==> src/rtl/spi_pkg.sv <==
// Shared types and constants for the SPI slave receiver.
// Contents: spi_state_t (IDLE/ACTIVE), default frame length SPI_DATA_W,
//           matching bit-counter width SPI_CNT_W.
package spi_pkg;

    localparam int unsigned SPI_DATA_W = 8;
    localparam int unsigned SPI_CNT_W  = $clog2(SPI_DATA_W);

    typedef enum logic {
        IDLE   = 1'b0,
        ACTIVE = 1'b1
    } spi_state_t;

endpackage

==> src/rtl/spi_sync_edge.sv <==
// Pin synchroniser with edge detection in the clk domain.
// Ports:
//   clk, rst  - system clock, async active-high reset
//   din       - asynchronous pin
//   rise_c    - one-cycle pulse on a synchronised 0->1 transition
//   fall_c    - one-cycle pulse on a synchronised 1->0 transition
// RST_VAL is the pin's idle level, so releasing reset creates no false edge.
module spi_sync_edge #(
    parameter int unsigned SYNC_STAGES = 2,
    parameter logic        RST_VAL     = 1'b0
) (
    input  logic clk,
    input  logic rst,
    input  logic din,
    output logic rise_c,
    output logic fall_c
);

    logic [SYNC_STAGES-1:0] sync_q;
    logic                   prev_q;

    // Synchroniser chain plus one compare flop.
    always_ff @(posedge clk or posedge rst) begin
        if (rst) begin
            sync_q <= {SYNC_STAGES{RST_VAL}};
            prev_q <= RST_VAL;
        end else begin
            sync_q <= {sync_q[SYNC_STAGES-2:0], din};
            prev_q <= sync_q[SYNC_STAGES-1];
        end
    end

    assign rise_c =  sync_q[SYNC_STAGES-1] & ~prev_q;
    assign fall_c = ~sync_q[SYNC_STAGES-1] &  prev_q;

endmodule

==> src/rtl/spi_slave_rx.sv <==
// SPI mode-0 slave, fully oversampled in the clk domain.
// Deserialises DATA_W-bit words from MOSI into rx_data and serialises
// tx_data onto MISO; supports back-to-back words under one CS assertion.
// Ports:
//   clk, rst       - system clock, async active-high reset
//   clkSeq, CS     - SCLK (idle low) and active-low chip select from master
//   MOSI / MISO    - serial data in / out (MISO is 0 outside ACTIVE)
//   tx_data        - word to transmit, sampled at frame or word start
//   rx_data        - last complete received word
//   rx_valid       - one-cycle pulse when rx_data updates
//   busy           - high while a frame is active
//   frame_err      - one-cycle pulse when CS rises mid-word
// Build option: define SPI_SLAVE_LSB_FIRST_EN for LSB-first shifting
// (default is MSB first).
module spi_slave_rx
    import spi_pkg::*;
#(
    parameter int unsigned DATA_W      = SPI_DATA_W,
    parameter int unsigned SYNC_STAGES = 2
) (
    input  logic              clk,
    input  logic              rst,
    input  logic              clkSeq,
    input  logic              CS,
    input  logic              MOSI,
    output logic              MISO,
    input  logic [DATA_W-1:0] tx_data,
    output logic [DATA_W-1:0] rx_data,
    output logic              rx_valid,
    output logic              busy,
    output logic              frame_err
);

    localparam int unsigned CNT_W = $clog2(DATA_W);
`ifdef SPI_SLAVE_LSB_FIRST_EN
    localparam int unsigned TX_BIT = 0;
`else
    localparam int unsigned TX_BIT = DATA_W - 1;
`endif

    logic sclk_rise_c, sclk_fall_c, cs_rise_c, cs_fall_c;
    logic [SYNC_STAGES-1:0] mosi_q;

    spi_state_t        state_q, state_d;
    logic [DATA_W-1:0] tx_sr_q, tx_sr_d;
    logic [DATA_W-1:0] rx_sr_q, rx_sr_d;
    logic [CNT_W-1:0]  bit_cnt_q, bit_cnt_d;
    logic              reload_q, reload_d;
    logic              wrap_q, wrap_d;
    logic              err_d;

    spi_sync_edge #(.SYNC_STAGES(SYNC_STAGES), .RST_VAL(1'b0)) u_sclk_sync (
        .clk    (clk),
        .rst    (rst),
        .din    (clkSeq),
        .rise_c (sclk_rise_c),
        .fall_c (sclk_fall_c)
    );

    spi_sync_edge #(.SYNC_STAGES(SYNC_STAGES), .RST_VAL(1'b1)) u_cs_sync (
        .clk    (clk),
        .rst    (rst),
        .din    (CS),
        .rise_c (cs_rise_c),
        .fall_c (cs_fall_c)
    );

    // MOSI needs only its level, aligned with the SCLK edge pulses.
    always_ff @(posedge clk or posedge rst) begin
        if (rst) begin
            mosi_q <= '0;
        end else begin
            mosi_q <= {mosi_q[SYNC_STAGES-2:0], MOSI};
        end
    end

    // Next-state and datapath; a CS rise takes priority over any SCLK edge.
    always_comb begin
        state_d   = state_q;
        tx_sr_d   = tx_sr_q;
        rx_sr_d   = rx_sr_q;
        bit_cnt_d = bit_cnt_q;
        reload_d  = reload_q;
        wrap_d    = 1'b0;
        err_d     = 1'b0;
        case (state_q)
            IDLE: begin
                if (cs_fall_c) begin
                    state_d   = ACTIVE;
                    tx_sr_d   = tx_data;
                    rx_sr_d   = '0;
                    bit_cnt_d = '0;
                    reload_d  = 1'b0;
                end
            end
            ACTIVE: begin
                if (cs_rise_c) begin
                    state_d  = IDLE;
                    reload_d = 1'b0;
                    if (bit_cnt_q != '0) begin
                        err_d   = 1'b1;
                        rx_sr_d = '0;
                    end
                end else begin
                    if (sclk_rise_c) begin
`ifdef SPI_SLAVE_LSB_FIRST_EN
                        rx_sr_d = {mosi_q[SYNC_STAGES-1], rx_sr_q[DATA_W-1:1]};
`else
                        rx_sr_d = {rx_sr_q[DATA_W-2:0], mosi_q[SYNC_STAGES-1]};
`endif
                        if (bit_cnt_q == CNT_W'(DATA_W - 1)) begin
                            bit_cnt_d = '0;
                            wrap_d    = 1'b1;
                            reload_d  = 1'b1;
                        end else begin
                            bit_cnt_d = bit_cnt_q + CNT_W'(1);
                        end
                    end
                    if (sclk_fall_c) begin
                        // First fall after a completed word starts the next word.
                        if (reload_q) begin
                            tx_sr_d  = tx_data;
                            reload_d = 1'b0;
                        end else begin
`ifdef SPI_SLAVE_LSB_FIRST_EN
                            tx_sr_d = {1'b0, tx_sr_q[DATA_W-1:1]};
`else
                            tx_sr_d = {tx_sr_q[DATA_W-2:0], 1'b0};
`endif
                        end
                    end
                end
            end
            default: state_d = IDLE;
        endcase
    end

    // State, datapath and registered outputs.
    always_ff @(posedge clk or posedge rst) begin
        if (rst) begin
            state_q   <= IDLE;
            tx_sr_q   <= '0;
            rx_sr_q   <= '0;
            bit_cnt_q <= '0;
            reload_q  <= 1'b0;
            wrap_q    <= 1'b0;
            rx_data   <= '0;
            rx_valid  <= 1'b0;
            busy      <= 1'b0;
            frame_err <= 1'b0;
            MISO      <= 1'b0;
        end else begin
            state_q   <= state_d;
            tx_sr_q   <= tx_sr_d;
            rx_sr_q   <= rx_sr_d;
            bit_cnt_q <= bit_cnt_d;
            reload_q  <= reload_d;
            wrap_q    <= wrap_d;
            // rx_sr already holds the full word one cycle after the wrap.
            rx_valid  <= wrap_q;
            if (wrap_q) begin
                rx_data <= rx_sr_q;
            end
            busy      <= (state_d == ACTIVE);
            frame_err <= err_d;
            MISO      <= (state_q == ACTIVE) ? tx_sr_q[TX_BIT] : 1'b0;
        end
    end

endmodule

==> config.mk <==
export PLATFORM = sky130hd
export DESIGN_NAME = spi_slave_rx
export DESIGN_NICKNAME = d
export VERILOG_FILES = /design/src/rtl/spi_pkg.sv /design/src/rtl/spi_sync_edge.sv /design/src/rtl/spi_slave_rx.sv
export SDC_FILE = /design/constraint.sdc
export NUM_CORES = 1
export LEC_CHECK = 0
export ABC_CLOCK_PERIOD_IN_PS = 2760
export CORE_ASPECT_RATIO = 0.7
export CORE_UTILIZATION = 24
export CTS_BUF_LIST = sky130_fd_sc_hd__clkbuf_4
export CTS_CLUSTER_DIAMETER = 50
export DETAILED_ROUTE_END_ITERATION = 6
export PLACE_DENSITY = 0.48
export SYNTH_ARGS = -nofsm -noshare
export SYNTH_HDL_FRONTEND = slang
export SYNTH_SLANG_ARGS = --single-unit
==> constraint.sdc <==
create_clock -name clk -period 2.76 [get_ports clk]
set_input_delay 0.69 -clock clk [delete_from_list [all_inputs] [get_ports clk]]
set_output_delay 0.69 -clock clk [all_outputs]
set_load 0.005 [all_outputs]
### Word level (Yosys, flattened, before mapping)

Index checks and enable logic that the tools add are counted.

* flip-flop bits (word level): 41
* bits in latches: 0
* RAM bits: 0
* bits in read-only memories: 0
* input bits: 13
* word-level logic and storage cells: 69
* memories kept: 0

* add/subtract/negate cells: 1
* multipliers: 0
* divide/modulo/power cells: 0
* $lt $le $gt $ge: 0
* equality and inequality tests: 7
* shifts and indexed selects: 0
* multiplexer cells: 33
* bitwise operators: 9
* reductions and logical operators: 4

Operator list (count)
* two-way mux 8 bit: 8
* case mux 8 bit (2 select lines): 2
* two-way mux 1 bit: 16
* two-way mux 3 bit: 4
* AND reduction 3 bit: 3
* inequality test 2 bit (second input constant): 4
* case mux 3 bit (2 select lines): 1
* NOT 1 bit: 5
* AND 1 bit: 4
* case mux 1 bit (2 select lines): 2
* adder 3 x 1 -> 3 bit (second input constant): 1
* equality test 3 bit (second input constant): 1
* inequality test 3 x 2 -> 1 bit (second input constant): 1
* inequality test 3 bit (second input constant): 1
* nonzero test 3 bit: 1

### Logic depth before layout (Yosys ltp)

* depth in word-level cells: 7
* depth in mapped cells: 5
* mapped depth without buffers: 5

### Modules after synthesis

A second synthesis with hierarchy kept.

* cells, all modules: 117
* area, all modules: 1711.6 µm²

By module, submodules not included
* spi_slave_rx: times used 1, cells each 105, area each 1520.2 µm²
* spi_sync_edge at u_cs_sync: times used 1, cells each 6, area each 97.6 µm²
* spi_sync_edge at u_sclk_sync: times used 1, cells each 6, area each 93.8 µm²

### Worst setup path before layout

No wires, ideal clock.

* kind: flip-flop to flip-flop
* from: register u_cs_sync.prev_q
* to: register tx_sr_q[1]
* arrival time: 1.194 ns
* slack: 1.447 ns
* cell stages (with the launch flop): 6
* buffers on the path: 1
* clock period less this slack: 1.313 ns
* cell sequence: dfstp_2 > nor3b_2 > a31oi_4 > buf_6 > nand2_1 > o21ai_2

* longest elaborated chain between the ends: 4

Ends and longest elaborated chain
* from (decl): line spi_sync_edge.sv:20 `logic prev_q;`
* from (signal assigned): line spi_sync_edge.sv:29 `prev_q <= sync_q[SYNC_STAGES-1];`
* NOT 1 bit: line spi_sync_edge.sv:33 `assign rise_c = sync_q[SYNC_STAGES-1] & ~prev_q;`
* AND 1 bit: line spi_sync_edge.sv:33
* inequality test 2 bit (no source line)
* AND reduction 3 bit (no source line) *
* to (signal assigned): line spi_slave_rx.sv:154 `tx_sr_q <= tx_sr_d;`
* to (decl): line spi_slave_rx.sv:45 `logic [DATA_W-1:0] tx_sr_q, tx_sr_d;`

Every way passes the cells marked *; elsewhere a longest branch is shown, timed or not.
A chain may end at the register's enable or synchronous reset.

==> flow_summary.ini <==
[status]
status = finished clean

[cts]
path_clk_slew_ns = 0.12
cts_tree = done
h-tree-depth = 2
cts_hold_buf = 0
cts_sinks = 41
clk_path_buf_depth = 2
clock_latency_ns = 0.35
cts_setup_buffers = 0
cts_root_buffer = clkbuf_4
cts_made_buffers = 5
cts_resized = 0

[synth]
synth-main-ff-cell = dfrtp_1
synth_cell_types = 30
yosysMostFrequentCell = dfrtp_1
synth_compound_area_share_pct = 12.7
postSynth.asyncResetShare_pct = 100
synth_top_family_by_area = compound AO/OA/AOI/OAI gates
yosys.area_share.simple_pct = 10.5
syn_area_um2 = 1660
synth_xor_area_share_pct = 0
yosysTopAreaCell = dfrtp_1
synth_area_per_cell_um2 = 13.8
yosys-top-cells-count = dfrtp_1, nand2_1, a22o_1, mux2_2, mux2i_1
synth_edf_count = 0
yosysTopAreaCellShare_pct = 57.2
ys.warnings.count = 0
syn_inst = 120
synthTopCellsByArea = dfrtp_1, mux2_2, dfstp_2
synth_fa_ha_area_share_pct = 2.26
yosys_register_bits = 41
syn_nets = 136
synth_seq_area_share_pct = 62.0
synth.area.mux_share_pct = 9.64

[floorplanning]
num_rows = 24
pin_count = 25
die_area_um2 = 7270
die_y_um = 71.6
die_x_um = 101
initial_utilization_pct = 25.7
core_area_um2 = 6460

[global_route]
grt_pass1_vias = 1048
gr-total-overflow = 0
use_met3_pct = 4.10
use_met2_pct = 13.3
busiest_layer = met2
grtUsageTotal_pct = 9.21
grt_first_pass_wirelength_um = 5050
use_met1_pct = 12.2
grt_max_degree = 42
antenna_found_initial = 0

[min_path]
hp-class = reg2reg
min_from = mosi_q[0]$_DFF_PP0_
hold_end = mosi_q[1]$_DFF_PP0_
holdPathStages = 0

[layout]
syn_to_final_growth_pct = 23.2
final_util_pct = 31.7
num_antenna_cells = 0
drive_gt1_share_pct = 20.8
fin_nets = 164
final_area_um2 = 2050
instances_no_fill = 240
nFillCells = 648

[setup_path]
crit_arrival_ns = 1.57
crit_fanout = 12
crit_path_start_kind = register
cp_num_buf_inv = 1
crit_type = reg2out
r2r_start = state_q$_DFF_PP0_
crit_family = flip-flops
ff2ff_path_depth = 4
end_kind = output port
required_ns = 2.07
critPathMaxStageDelay_ns = 0.64
r2r-end = tx_sr_q[2]$_DFFE_PP0P_
cp_cell_sequence = clkdlybuf4s50_1
slowest_stage = dfrtp_1
r2r_slack_ns = 1.26

[place]
placed_cells = 232
numPortBuffers = 24
placed_area_um2 = 1990
pre_cts_slack_ns = 0.880
dp_hpwl_um = 1960
gp_congestion = 0.824

[sta]
slew_viol_final = 0
finalHoldViolCount = 0
min_period_ns = 2.26
fin_setup_tns_ns = 0
max_clock_freq_mhz = 443
whs_ns = 0.360
setup_viol_count_final = 0
period_share_pct = 81.8
grt_setup_unrepaired = no
fin_ws_ns = 0.502
skew_ns = 0.0140
worst_pin_slew_ns = 0.521
relSlewSlack_pct = 65.3

[route]
drt-total-wl_um = 2880
final_antenna_net_count = 0
post_drt_wl_per_cell_um = 12.0
dr_total_vias = 982
drt_iter0_drc = 63
drt_pre_antenna_iters = 4
drc_errors = 0
vias_per_cell = 4.09

[pwr]
power.density_nw_per_um2 = 592
p_leak_nw = 0.926
totalPowerFinal_mw = 1.21
ir_worst_vdd_v = 0.000142

[flow_run]
maxCapViolCount = 0
sequential cells by signal, indices dropped and copies added, names as in the netlist:
signal              flops
rx_data                 8
u_cs_sync.prev_q        1
rx_sr_q                 8
frame_err               1
rx_valid                1
tx_sr_q                 8
reload_q                1
u_cs_sync.sync_q        2
state_q                 1
u_sclk_sync.sync_q      2
bit_cnt_q               3
u_sclk_sync.prev_q      1
wrap_q                  1
mosi_q                  2
MISO                    1
power breakdown:
group	switching [mW]	internal, mW	total (mW)
sequential	0.0396	0.666	0.705
clock	0.187	0.119	0.306
combinational	0.103	0.0968	0.200
total	0.330	0.882	1.21
cells by family after synthesis:
kind of cell	after synthesis
DFF	41
buffers and inverters	8
muxes	15
AOI/OAI and AO/OA	23
adders and majority gates	3
and+or+nand+nor	30
cell usage in the layout, fill, tap and decap left out, drive strengths merged, types with 2 or more instances in the layout:
cell type,Yosys,routed
dfrtp,38,38
clkdlybuf4s50,0,24
nand2,15,15
o21ai,9,9
a22o,8,8
mux2,8,8
mux2i,7,7
clkbuf,1,7
inv,4,4
nand2b,4,4
ha,3,3
dfstp,3,3
nor2b,2,2
o31ai,2,2
and2,2,2
o211ai,2,2
worst max-delay path by stage:
stage,start,end,cells after the start
after global routing,state_q$_DFF_PP0_,busy,1
after global placement,state_q$_DFF_PP0_,busy,1
after floorplan,rst,MISO$_DFF_PP0_,1
after CTS,state_q$_DFF_PP0_,busy,1
after detailed placement,state_q$_DFF_PP0_,busy,1
final,state_q$_DFF_PP0_,busy,1
per-layer routing:
layer	up-vias	share of wire [%]	wire [um]
li1	477	-	-
met1	467	49	1400
met2	31	42	1200
met3	7	8.0	231
met4	0	1.6	46
met5	-	0	0
layout make-up:
| class | instances | area, um2 | area share, % |
|---|---|---|---|
| inverters | 4 | 15.0 | 0.733 |
| clock buffers | 7 | 52.6 | 2.57 |
| repair buffers | 25 | 248 | 12.1 |
| multi-input cells | 71 | 583 | 28.5 |
| flip-flops and latches | 41 | 1030 | 50.3 |
| well taps | 91 | 114 | 5.56 |
| clock inverters | 1 | 5.00 | 0.244 |
(Power assumes the default switching activity.)
